**config.mk**
```make
export PLATFORM = sky130hd
export DESIGN_NAME = pipe_decode
export DESIGN_NICKNAME = d
export VERILOG_FILES = /design/src/rtl/pipe_decode.sv
export SDC_FILE = /design/constraint.sdc
export NUM_CORES = 1
export LEC_CHECK = 0
export ABC_AREA = 1
export CAP_MARGIN = 20
export CELL_PAD_IN_SITES_DETAIL_PLACEMENT = 1
export CELL_PAD_IN_SITES_GLOBAL_PLACEMENT = 2
export CORE_ASPECT_RATIO = 1.25
export CORE_MARGIN = 2
export CORE_UTILIZATION = 24
export CTS_CLUSTER_SIZE = 30
export DETAILED_ROUTE_END_ITERATION = 10
export PLACE_DENSITY_LB_ADDON = 0.1
export SYNTH_ARGS = -nofsm -noshare
export SYNTH_HDL_FRONTEND = slang
export SYNTH_SLANG_ARGS = --single-unit
```
**constraint.sdc**
```tcl
create_clock -name clk -period 0.8 [get_ports clk]
set_input_delay 0.16 -clock clk [delete_from_list [all_inputs] [get_ports clk]]
set_output_delay 0.16 -clock clk [all_outputs]
set_load 0.03 [all_outputs]
```
**src/rtl/pipe_decode.sv**
```systemverilog
// RV32I decode stage: registers one decoded instruction per pipeline step; one cycle latency, holds while stepPipe=0.
// Optional load-use interlock (define PIPE_DECODE_HAZARD_EN) replays the dependent instruction after a bubble.
module pipe_decode #(
  parameter logic [31:0] BUBBLE_INSTRUCTION = 32'hFFFF_FFFF
) (
  input  logic        clk,
  input  logic        rst,
  input  logic        stepPipe,
  input  logic        pipeStall,
  input  logic [31:0] instruction,
  input  logic [31:0] programCounter,
  output logic        hazardStall,
  output logic        decodeValid,
  output logic [31:0] decodeProgramCounter,
  output logic [4:0]  rs1Address,
  output logic [4:0]  rs2Address,
  output logic [4:0]  rdAddress,
  output logic [31:0] immediate,
  output logic [2:0]  funct3,
  output logic        funct7Bit5,
  output logic        isLui,
  output logic        isAuipc,
  output logic        isJal,
  output logic        isJalr,
  output logic        isBranch,
  output logic        isLoad,
  output logic        isStore,
  output logic        isAluImm,
  output logic        isAluReg,
  output logic        isSystem,
  output logic        invalidInstruction
);

  typedef struct packed {
    logic        valid;
    logic        invalid;
    logic        is_lui;
    logic        is_auipc;
    logic        is_jal;
    logic        is_jalr;
    logic        is_branch;
    logic        is_load;
    logic        is_store;
    logic        is_alu_imm;
    logic        is_alu_reg;
    logic        is_system;
    logic [4:0]  rs1;
    logic [4:0]  rs2;
    logic [4:0]  rd;
    logic [31:0] imm;
    logic [2:0]  f3;
    logic        f7b5;
    logic [31:0] pc;
  } slot_t;

  logic [31:0] src_instr;
  logic [31:0] src_pc;
  logic        live_bubble;
  logic        hazard;
  logic [31:0] imm_i, imm_s, imm_b, imm_u, imm_j;
  slot_t       dec;
  slot_t       slot_d;
  slot_t       slot_q;

  assign live_bubble = pipeStall || (instruction == BUBBLE_INSTRUCTION);

`ifdef PIPE_DECODE_HAZARD_EN
  typedef enum logic {NORMAL, REPLAY} state_t;
  state_t      state_q, state_d;
  logic [31:0] replay_instr_q;
  logic [31:0] replay_pc_q;
  logic        load_busy;

  assign src_instr = (state_q == REPLAY) ? replay_instr_q : instruction;
  assign src_pc    = (state_q == REPLAY) ? replay_pc_q    : programCounter;

  // rd!=0 is required, so the zeroed rs fields of formats without sources never match.
  assign load_busy = slot_q.valid && slot_q.is_load && (slot_q.rd != 5'd0);
  assign hazard    = (state_q == NORMAL) && load_busy && !live_bubble &&
                     ((dec.rs1 == slot_q.rd) || (dec.rs2 == slot_q.rd));

  always_ff @(posedge clk or negedge rst) begin
    if (!rst) begin
      state_q        <= NORMAL;
      replay_instr_q <= BUBBLE_INSTRUCTION;
      replay_pc_q    <= 32'd0;
    end else begin
      state_q <= state_d;
      if (stepPipe && hazard) begin
        replay_instr_q <= instruction;
        replay_pc_q    <= programCounter;
      end
    end
  end

  always_comb begin
    state_d = state_q;
    slot_d  = '0;
    if (state_q == REPLAY) begin
      if (stepPipe) state_d = NORMAL;
      if (replay_instr_q != BUBBLE_INSTRUCTION) slot_d = dec;
    end else begin
      if (stepPipe && hazard) state_d = REPLAY;
      if (!hazard && !live_bubble) slot_d = dec;
    end
  end
`else
  assign src_instr = instruction;
  assign src_pc    = programCounter;
  assign hazard    = 1'b0;

  always_comb begin
    slot_d = '0;
    if (!live_bubble) slot_d = dec;
  end
`endif

  assign imm_i = {{20{src_instr[31]}}, src_instr[31:20]};
  assign imm_s = {{20{src_instr[31]}}, src_instr[31:25], src_instr[11:7]};
  assign imm_b = {{19{src_instr[31]}}, src_instr[31], src_instr[7], src_instr[30:25], src_instr[11:8], 1'b0};
  assign imm_u = {src_instr[31:12], 12'd0};
  assign imm_j = {{11{src_instr[31]}}, src_instr[31], src_instr[19:12], src_instr[20], src_instr[30:21], 1'b0};

  always_comb begin
    dec       = '0;
    dec.valid = 1'b1;
    dec.pc    = src_pc;
    dec.f3    = src_instr[14:12];
    dec.f7b5  = src_instr[30];
    if (src_instr[1:0] != 2'b11) begin
      dec.invalid = 1'b1;
    end else begin
      case (src_instr[6:0])
        7'h37: begin dec.is_lui = 1'b1; dec.rd = src_instr[11:7]; dec.imm = imm_u; end
        7'h17: begin dec.is_auipc = 1'b1; dec.rd = src_instr[11:7]; dec.imm = imm_u; end
        7'h6F: begin dec.is_jal = 1'b1; dec.rd = src_instr[11:7]; dec.imm = imm_j; end
        7'h67: begin
          dec.is_jalr = 1'b1; dec.rd = src_instr[11:7]; dec.rs1 = src_instr[19:15]; dec.imm = imm_i;
        end
        7'h63: begin
          dec.is_branch = 1'b1; dec.rs1 = src_instr[19:15]; dec.rs2 = src_instr[24:20]; dec.imm = imm_b;
        end
        7'h03: begin
          dec.is_load = 1'b1; dec.rd = src_instr[11:7]; dec.rs1 = src_instr[19:15]; dec.imm = imm_i;
        end
        7'h23: begin
          dec.is_store = 1'b1; dec.rs1 = src_instr[19:15]; dec.rs2 = src_instr[24:20]; dec.imm = imm_s;
        end
        7'h13: begin
          dec.is_alu_imm = 1'b1; dec.rd = src_instr[11:7]; dec.rs1 = src_instr[19:15]; dec.imm = imm_i;
        end
        7'h33: begin
          dec.is_alu_reg = 1'b1; dec.rd = src_instr[11:7]; dec.rs1 = src_instr[19:15]; dec.rs2 = src_instr[24:20];
        end
        7'h73: begin
          dec.is_system = 1'b1; dec.rd = src_instr[11:7]; dec.rs1 = src_instr[19:15]; dec.imm = imm_i;
        end
        default: dec.invalid = 1'b1;
      endcase
    end
  end

  always_ff @(posedge clk or negedge rst) begin
    if (!rst) slot_q <= '0;
    else if (stepPipe) slot_q <= slot_d;
  end

  assign hazardStall          = hazard;
  assign decodeValid          = slot_q.valid;
  assign invalidInstruction   = slot_q.invalid;
  assign decodeProgramCounter = slot_q.pc;
  assign rs1Address           = slot_q.rs1;
  assign rs2Address           = slot_q.rs2;
  assign rdAddress            = slot_q.rd;
  assign immediate            = slot_q.imm;
  assign funct3               = slot_q.f3;
  assign funct7Bit5           = slot_q.f7b5;
  assign isLui                = slot_q.is_lui;
  assign isAuipc              = slot_q.is_auipc;
  assign isJal                = slot_q.is_jal;
  assign isJalr               = slot_q.is_jalr;
  assign isBranch             = slot_q.is_branch;
  assign isLoad               = slot_q.is_load;
  assign isStore              = slot_q.is_store;
  assign isAluImm             = slot_q.is_alu_imm;
  assign isAluReg             = slot_q.is_alu_reg;
  assign isSystem             = slot_q.is_system;

endmodule

```
Word level (Yosys, flattened, before mapping)
Cells that the tools add are included.
{ "totals": {"regBits": 95, "inputBits": 68, "output_inout_bits": 96, "word_cells": 56} }
{ "classes": {"n_eq_ne": 12, "muxes": 18, "n_reduce_logical": 7} }
{ "ops": {"columns": ["operator", "count"], "rows": [
  ["32-bit one-hot mux with 5 select lines", 1],
  ["95-bit two-way mux", 1],
  ["57-bit two-way mux", 1],
  ["32-bit == test (second input constant)", 1],
  ["7-bit == test (second input constant)", 4],
  ["7-bit by 6-bit == test with 1-bit output (second input constant)", 3],
  ["5-bit two-way mux", 3],
  ["7-bit by 5-bit == test with 1-bit output (second input constant)", 2],
  ["1-bit two-way mux", 12],
  ["10-bit OR reduction", 1],
  ["8-bit OR reduction", 1],
  ["7-bit by 2-bit == test with 1-bit output (second input constant)", 1],
  ["7-bit OR reduction", 1],
  ["4-bit OR reduction", 1],
  ["3-bit OR reduction", 1],
  ["2-bit inequality test (second input constant)", 1],
  ["2-bit OR reduction", 1],
  ["1-bit logical OR", 1]
]} }

Logic depth before layout (Yosys ltp)
{ "logic_depth": {"word_depth": 5, "depth_mapped": 11} }

Worst setup path before layout
No wires, ideal clock.
{ "synth_path": {"path_kind": "input to register", "start": "input instruction[31]", "end": "register slot_q (netlist bit decodeProgramCounter[10])", "setup_time_ns": 0.117, "arrival_ns": 1.121, "required_time_ns": 0.683, "path_slack_ns": -0.438, "cell_stages": 11, "path_buffers": 2, "path_cell_list": "buf_2 nand2_1 nor2_1 nand2_1 nor2_1 nand3_1 nand2_2 inv_2 buf_2 nand2_1 nand2_1"} }
{ "synth_between": {"elab_chain_cells": 3} }
{ "synth_rtl": {"columns": ["item", "line", "text"], "rows": [
  ["start: declaration", "10", "input logic [31:0] instruction,"],
  ["32-bit == test", "65", "assign live_bubble = pipeStall || (instruction == BUBBLE_INSTRUCTION);"],
  ["1-bit logical OR", "65", null],
  ["95-bit two-way mux", "114", "if (!live_bubble) slot_d = dec;"],
  ["end signal: assignment", "165", "else if (stepPipe) slot_q <= slot_d;"],
  ["end: declaration", "63", "slot_t slot_q;"]
]} }
Every way passes these cells.
A chain may end at the register's enable or synchronous reset.

Worst setup path in the final report
{ "layout_path": {"start": "input instruction[27]", "end": "register slot_q (netlist bit isLoad)"} }
The elaborated chain is that of the path after synthesis.

==> summary.md <==
| Metric | Value |
|---|---|
| Status | complete, but fails checks |
| Failing checks | negative setup slack |
| Tcrit/Tclk final | 139.1% |
| Power Total | 12.58 mW |
| WP data arrival | 1.36 ns |
| Initial antenna violation count | 1 |
| Die W | 126.0 um |
| Delay-heaviest family, CP | simple AND/OR/NAND/NOR gates |
| Die Y | 156.5 um |
| Placed cells | 1017 |
| Post-Route Utilization | 52.62% |
| Largest net degree at the start of global routing | 48 |
| F_max | 0.8988 GHz |
| Via count | 5121 |
| Gr usage total | 20.58% |
| RSZ-0062 raised after global routing | yes |
| Leakage power | 4.933 nW |
| Global-route wire length before repair | 31.08 mm |
| Peak supply drop | 0.001139 V |
| Post-synth cell types | 23 |
| Total CTS buffers | 9 |
| DP Worst Slack | -1.296 ns |
| GRT overflow | 0 |
| Min Tclk post-route | 1.113 ns |
| Drt first-iter violations | 139 |
| Residual DRC | 0 |
| Row Count | 55 |
| Area Overhead vs Synth | 114.1% |
| Slowest stage cell, crit path | buf_12 |
| Gpl congestion | 0.8354 |
| Most common cell after layout, fill and taps aside | nand2_1 |
| Final Max Slew Viols | 0 |
| Crit-path max FO | 7 |
| Final hold viol count | 0 |
| Io pins | 164 |
| Ratio of cells with drive above 1 in the final layout | 54.84% |
| Post-route design area | 9559 sq um |
| Final std cells w/o fill | 1108 |
| Final nets | 942 |
| DRT Pass-1 Iters | 4 |
| Number of global-route vias before repair | 5482 |
| Ys Warns | 0 |
| Synthesized area per cell | 7.673 sq um |
| DR vias/cell | 4.622 |
| Sequential area share after synthesis | 53.24% |
| Post-synthesis cell count | 582 |
| Final WS setup | -0.3125 ns |
| Clk Latency, worst-skew pair | 0.35 ns |
| Setup Skew | 0 ns |
| CP peak stage delay | 0.16 ns |
| CTS Sinks | 95 |
| Final setup vio count | 190 |
| Core box area | 18170 sq um |
| Die area | 19720 sq um |
| Fin Setup TNS | -49.02 ns |
| Mapped Area | 4466 sq um |
| IO buf count | 162 |
| Hold WC Path Type | input pin to register |
| CP endpoint kind | register |
| Critical path buffer and inverter count | 5 |
| WL/cell | 18.57 um |
| DRT antenna net count | 0 |
| Syn_nets | 650 |
| H-tree Lvls | 3 |
| Synthesized flop and latch total | 95 |
| CTS clk-pin slew, worst paths | 0.07 ns |
| Hold_ws | 0.1613 ns |
| CTS tree | done |
| Pwr/cell area | 1316 nW/um^2 |
| Worst Setup Start Kind | input pin |
| Detailed Route WL | 20.58 mm |
| Starting Density | 24.58% |
| Detailed placement HPWL | 13.66 mm |
| Worst Path Required | 1.04 ns |
| Maximum Capacitance Violations | 0 |
| CP cell instances | buf_8 -> nand2_4 -> buf_6 -> nor2_4 -> nand2_2 -> nor2_2 -> nand3_2 -> nand2_4 -> buf_12 -> buf_12 -> inv_12 -> nand4_1 -> nand2_1 |
| Most frequent cells in the layout | 205 x nand2_1, 100 x buf_6, 94 x dfrtp_1, 81 x buf_4, 60 x buf_12 |
| Clock Path Buffers | 2 |
| WS Path Type | input pin to register |
| Filler cells | 1997 |
| Root Driver | clkbuf_16 |
| Area of placed instances | 7312 sq um |
flip-flops by register name (all words and copies together), names as in the netlist, 3 cells and up:
| signal | count |
|---|---|
| decodeProgramCounter | 32 |
| rdAddress | 5 |
| funct3 | 3 |
| rs1Address | 5 |
| rs2Address | 5 |
| immediate | 32 |
worst min-delay path, cell delays in order:
cell	delay, ns
buf_8	0.08
buf_4	0.11
nand3_1	0.07
nand2_1	0.06
Yosys cell counts (all sizes together):
library cell	number	area share, %
a21oi	2	0.22
buf	18	2.5
clkbuf	11	0.95
conb	1	0.084
dfrtp	95	53
inv	23	1.9
nand2	303	26
nand3	66	7.6
nand3b	1	0.17
nand4	19	2.7
nor2	27	2.8
nor3	3	0.34
o21ai	13	1.5
path summary, 6_finish.rpt:
kind                       cells after the start               startpoint                       to  slack [ns]
max                                           13          instruction[27]                   isLoad       -0.31
min                                            4          instruction[27]             immediate[7]        0.16
max reg2reg                                    3                funct3[1]                funct3[1]           0
min reg2reg                                    2  decodeProgramCounter[0]  decodeProgramCounter[0]        0.51
max in group asynchronous                      3                      rst            rs2Address[4]        0.23
min in group asynchronous                      3                      rst              decodeValid        0.35
timing repair:
action	in CTS	in global routing
endpoints found under the setup margin	190	190
hold endpoints to repair	95	0
resized for setup	428	70
hold buffers	1	0
cloned	15	1
setup buffers	27	35
pin swaps	91	73
per-layer routing:
metal	GRT usage (%)	routed length [um]
met1	23.20	7883
met2	39.14	11560
met3	3.009	687
met4	7.378	452
met5	0	0
logic make-up after synthesis:
family | count (synthesis) | share of synthesized area [%]
AND/OR/NAND/NOR | 419 | 39.48
flip-flops | 95 | 53.24
buffers and inverters | 52 | 5.435
AO/OA/AOI/OAI | 15 | 1.765
other | 1 | 0.08398
power breakdown:
part	switching [mW]	total (mW)	internal (mW)
logic	1.55	2.97	1.42
clock network	1.96	4.49	2.53
registers	0.148	5.12	4.98
total	3.66	12.6	8.92
layout make-up:
cell class	instances	area (sq um)	share of cell area, %
clock buffer	10	239.0	2.500
clock inverter	6	66.31	0.6937
inverter	23	117.6	1.230
timing repair buffer	299	3547	37.11
tap	228	285.3	2.984
multi-input combinational	439	2818	29.48
sequential	95	2379	24.88
timing repair inverter	7	105.1	1.099
antenna	1	2.502	0.02618
(Power assumes the default switching activity.)
